===== config.mk =====
export PLATFORM = sky130hd
export DESIGN_NAME = multi_debouncer
export DESIGN_NICKNAME = d
export VERILOG_FILES = /design/src/rtl/debounce_pkg.sv /design/src/rtl/debounce_channel.sv /design/src/rtl/multi_debouncer.sv
export SDC_FILE = /design/constraint.sdc
export NUM_CORES = 1
export LEC_CHECK = 0
export BUFFER_PORTS_ARGS = -buffer_cell sky130_fd_sc_hd__clkbuf_2
export CAP_MARGIN = 20
export CORE_MARGIN = 3
export CORE_UTILIZATION = 40
export CTS_CLUSTER_DIAMETER = 150
export DETAILED_ROUTE_END_ITERATION = 6
export HOLD_SLACK_MARGIN = 0.02
export SETUP_SLACK_MARGIN = 0.1
export SYNTH_ARGS = -nofsm -noshare
export SYNTH_HDL_FRONTEND = slang
export SYNTH_SLANG_ARGS = --single-unit

===== constraint.sdc =====
create_clock -name clk -period 4.1 [get_ports clk]
set_input_delay 0.41 -clock clk [delete_from_list [all_inputs] [get_ports clk]]
set_output_delay 0.41 -clock clk [all_outputs]
set_load 0.02 [all_outputs]

===== src/rtl/debounce_pkg.sv =====
// rtl/debounce_pkg.sv - shared defaults and limit helper for the multi-channel debouncer
package debounce_pkg;

  localparam int DEF_CHANNELS    = 4;
  localparam int DEF_SYNC_STAGES = 2;
  localparam int DEF_CNT_W       = 10;
  localparam int DEF_HOLD_W      = 16;

  // A programmed limit of 0 behaves as 1 so a change always needs at least one stable cycle.
  function automatic int unsigned eff_limit(input int unsigned limit);
    return (limit == 0) ? 32'd1 : limit;
  endfunction

endpackage


===== src/rtl/debounce_channel.sv =====
// rtl/debounce_channel.sv - one debounced input: synchroniser, stability counter, hold timer, pulses
module debounce_channel
  import debounce_pkg::*;
#(
  parameter int SYNC_STAGES = DEF_SYNC_STAGES,
  parameter int CNT_W       = DEF_CNT_W,
  parameter int HOLD_W      = DEF_HOLD_W,
  parameter bit ACTIVE_LOW  = 1'b0
) (
  input  logic              clk,
  input  logic              rst,
  input  logic              btn,
  input  logic [CNT_W-1:0]  debounce_limit,
  input  logic [HOLD_W-1:0] hold_limit,
  output logic              btn_state,
  output logic              press_pulse,
  output logic              release_pulse,
  output logic              hold_pulse
);

  localparam int STAGES = (SYNC_STAGES < 2) ? 2 : SYNC_STAGES;

  logic [STAGES-1:0] sync;
  logic [CNT_W-1:0]  cnt;
  logic [HOLD_W-1:0] hcnt;
  logic              fired;
  logic              s;
  logic              accept;

  assign s = sync[STAGES-1] ^ ACTIVE_LOW;

  // >= rather than == so lowering the limit below the running count fires immediately.
  always_comb begin
    accept = (s != btn_state) &&
             (32'(cnt) >= eff_limit(32'(debounce_limit)) - 32'd1);
  end

  always_ff @(posedge clk) begin
    if (rst) begin
      sync          <= {STAGES{ACTIVE_LOW}};
      btn_state     <= 1'b0;
      cnt           <= '0;
      hcnt          <= '0;
      fired         <= 1'b0;
      press_pulse   <= 1'b0;
      release_pulse <= 1'b0;
      hold_pulse    <= 1'b0;
    end else begin
      sync          <= {sync[STAGES-2:0], btn};
      press_pulse   <= accept && s;
      release_pulse <= accept && !s;
      hold_pulse    <= 1'b0;

      if (accept) begin
        btn_state <= s;
        cnt       <= '0;
      end else if (s != btn_state) begin
        cnt <= cnt + CNT_W'(1);
      end else begin
        cnt <= '0;
      end

      // accept while pressed is a release, which beats a coincident hold threshold
      if (!btn_state || accept) begin
        hcnt  <= '0;
        fired <= 1'b0;
      end else if (!fired) begin
        if (hold_limit != '0 && hcnt == hold_limit - HOLD_W'(1)) begin
          hold_pulse <= 1'b1;
          fired      <= 1'b1;
        end else if (hcnt != '1) begin
          hcnt <= hcnt + HOLD_W'(1);
        end
      end
    end
  end

endmodule


===== src/rtl/multi_debouncer.sv =====
// rtl/multi_debouncer.sv - N independent debounced inputs with press/release/hold pulses
module multi_debouncer
  import debounce_pkg::*;
#(
  parameter int CHANNELS    = DEF_CHANNELS,
  parameter int SYNC_STAGES = DEF_SYNC_STAGES,
  parameter int CNT_W       = DEF_CNT_W,
  parameter int HOLD_W      = DEF_HOLD_W,
  parameter bit ACTIVE_LOW  = 1'b0
) (
  input  logic                clk,
  input  logic                rst,
  input  logic [CHANNELS-1:0] btn_in,
  input  logic [CNT_W-1:0]    debounce_limit,
  input  logic [HOLD_W-1:0]   hold_limit,
  output logic [CHANNELS-1:0] btn_state,
  output logic [CHANNELS-1:0] press_pulse,
  output logic [CHANNELS-1:0] release_pulse,
  output logic [CHANNELS-1:0] hold_pulse,
  output logic                any_change
);

  for (genvar i = 0; i < CHANNELS; i++) begin : g_ch
    debounce_channel #(
      .SYNC_STAGES (SYNC_STAGES),
      .CNT_W       (CNT_W),
      .HOLD_W      (HOLD_W),
      .ACTIVE_LOW  (ACTIVE_LOW)
    ) u_ch (
      .clk            (clk),
      .rst            (rst),
      .btn            (btn_in[i]),
      .debounce_limit (debounce_limit),
      .hold_limit     (hold_limit),
      .btn_state      (btn_state[i]),
      .press_pulse    (press_pulse[i]),
      .release_pulse  (release_pulse[i]),
      .hold_pulse     (hold_pulse[i])
    );
  end

  // Reduction of registered pulses only, so no input reaches this output combinationally.
  assign any_change = |(press_pulse | release_pulse);

endmodule


==> results_dict.tcl <==
set metrics [dict create \
    fp.dieW_um 158 \
    insertion_delay_ps 420 \
    tritoncts "built" \
    fin_nets 1262 \
    place_ws_ps 30.8 \
    drtPass1Iterations 5 \
    die_area_mm2 0.0251 \
    synthDominantCellAreaShare_pct 28.4 \
    htreeDepth 4 \
    floorplan.rows 55 \
    numCtsBuffers 17 \
    timing.fmax_mhz 277 \
    ant_nets 0 \
    dp_hpwl_mm 19.2 \
    relSlewSlack_pct 33.0 \
    postCtsHoldBufs 0 \
    setup_viol 0 \
    ys_dominant_reg_cell "dfxtp_1" \
    drcViolationCount 0 \
    clk_path_buf_depth 2 \
    yosys_register_bits 132 \
    antenna_found_initial 0 \
    finalCritPeriodShare_pct 88.1 \
    synth-compound-area-share_pct 16.6 \
    cts_setup_buffers 0 \
    p_leak_nw 3.80 \
    synth_area_leaders "dfxtp_1, ha_1, xnor2_1, a21oi_1, xor2_1" \
    syn_to_final_growth_pct 12.0 \
    grtUsageTotal_pct 21.1 \
    gp_congestion 0.942 \
    clk_pin_slew_ps 70 \
    synth-async-reset-ratio_pct 0 \
    p_per_area_mw_per_mm2 304 \
    drv_cap 0 \
    hold_viol 0 \
    hold_class "in -> reg" \
    outcome "complete, no violations" \
    io_pins 49 \
    setup_tns_ps 0 \
    worstMarginPinSlew_ps 998 \
    dr_total_vias 8695 \
    drv_slew 0 \
    synth_mux_area_share_pct 0.323 \
    worst-endpoint-required_ps 4460 \
    grt_max_degree 34 \
    final.min_clock_period_ps 3610 \
    diodes 0 \
    grt_pass1_wl_mm 42.5 \
    initial_core_util_pct 40.9 \
    setup_slack_ps 488 \
    netlist_instances 1152 \
    end_kind "flop" \
    synth_edf_count 0 \
    yosysSeqAreaShare_pct 28.4 \
    root_buffer "clkbuf_16" \
    grt.overflow.total 0 \
    holdWs_ps 206 \
    ir_worst_vdd_mv 0.239 \
    wire_per_inst_um 17.7 \
    routed_wl_mm 26.1 \
    cp-start-kind "input port" \
    drt_iter0_markers 693 \
    die_h_um 158 \
    worst-setup-path-type "in -> reg" \
    power.total_mw 3.16 \
    worstPathArrival_ps 3970 \
    synth-xor-area-share_pct 11.6 \
    syn_nets 1235 \
    portBuffers 48 \
    synth_top_cell_by_area "dfxtp_1" \
    drive_gt1_share_pct 12.3 \
    syn_area_per_cell_um2 8.07 \
    synthesis.area_mm2 0.00929 \
    synth_adder_area_share_pct 6.87 \
    yosysWarnings 0 \
    path_max_fanout 8 \
    cts_sinks 132 \
    grt_pass1_vias 8112 \
    synthSimpleGateAreaFrac_pct 30.6 \
    coreArea_mm2 0.0227 \
    ys_types 77 \
    vias_per_cell 5.89 \
    rsz0062_at_grt "no" \
    skew_ps 13.3 \
    synth_top_family_by_area "simple AND/OR/NAND/NOR gates" \
]
## synthesized netlist by cell type (all sizes together), types with 4 or more instances
library cell	instances
inv	31
xnor3	8
or2	7
o21ai	49
and2	4
a221oi	4
a21oi	82
xnor2	55
nand3	65
o2111ai	8
clkbuf	36
or4b	6
nand2b	19
or3	31
or4	45
buf	42
a311oi	5
a31oi	6
dfxtp	132
nor4	26
o211ai	14
nor2b	18
and3	26
nor3b	11
a21o	11
nor3	28
and4	10
nand2	86
xor2	42
ha	51
nand4	16
nor2	96
o31ai	30
nand3b	4
## critical path, cell delays in order
cell and delay, ps:
clkbuf_2 100, or3_1 410, nor4_1 260, a21oi_1 160
ha_1 230, nor3b_2 190, nand2_1 110, xor2_2 210
ha_1 260, o21ai_0 150, a21oi_1 110, a221oi_1 250
o21ai_0 210, a21o_1 280, or4_1 520, nand2_1 80
## layout make-up
cell class                      instances  area (um2)
Timing Repair Buffer                   86         538
Sequential cell                       132        2640
Tap cell                              285         357
Clock inverter                         11         151
Fill cell                            2254       12300
Inverter                               31         116
Multi-Input combinational cell        911        6140
Clock buffer                           20         457
## cell usage in the layout (no fill, tap or decap), types with 37 or more instances in the layout
cell type / synthesis / routed
xor2_1: 42 / 41
o21ai_0: 48 / 48
or4_1: 44 / 44
clkbuf_2: 0 / 48
nor2_1: 93 / 93
a21oi_1: 82 / 82
dfxtp_1: 132 / 132
ha_1: 51 / 51
nand2_1: 86 / 86
nand3_1: 65 / 65
buf_4: 17 / 37
xnor2_1: 55 / 55
## what timing repair did
item / in CTS / in global routing
gates resized for setup: 0 / 2
hold endpoints to repair: 0 / 0
endpoints found under the setup margin: 0 / 14
## kinds of logic after synthesis
logic type / count (synthesis)
AO/OA/AOI/OAI: 241
XOR/XNOR: 107
adder cells (fa/ha/maj): 51
buffers and inverters: 109
flip-flops: 132
multiplexers: 3
AND/OR/NAND/NOR: 509
## per-layer routing
layer	vias to the layer above	GRT usage (%)	share of wire, %
li1	4282	-	-
met1	4049	30.1	48
met2	306	32.1	43
met3	58	3.48	6.9
met4	0	7.70	2.8
met5	-	0	0
## per-stage QoR
stage                     std cells  instance area (um2)  utilization [%]
after floorplan                1152                 9290                -
after global placement         1445                 9790             43.1
after detailed placement       1445                 9790             43.1
after CTS                      1476                10400             45.8
after global routing           1476                10400             45.8
final                          1476                10400             45.8
## state kept, by name, summed over array words and instances (netlist names)
register	cells
g_ch.u_ch.release_pulse	4
g_ch.u_ch.hold_pulse	4
g_ch.u_ch.cnt	40
g_ch.u_ch.sync	8
g_ch.u_ch.press_pulse	4
g_ch.u_ch.fired	4
g_ch.u_ch.hcnt	64
g_ch.u_ch.btn_state	4
## path summary, 6_finish.rpt
kind	startpoint	slack, ps	depth (start not counted)	to
hold / removal	btn_in[2]	210	2	g_ch[2].u_ch.sync[0]
hold reg to reg	g_ch[2].u_ch.sync[0]	440	1	g_ch[2].u_ch.sync[1]
setup reg to reg	g_ch[3].u_ch.hcnt[5]	1240	8	g_ch[3].u_ch.hcnt[8]
setup / recovery	debounce_limit[5]	490	16	g_ch[1].u_ch.hcnt[9]
## power breakdown
part / switching [mW] / internal (mW) / leakage (nW)
Combinational: 0.163 / 0.111 / 2.44
Clock: 0.608 / 0.989 / 0.296
Sequential: 0.00368 / 1.29 / 1.06
Total: 0.775 / 2.39 / 3.80
Note: power is estimated with default switching activity, not from simulation.
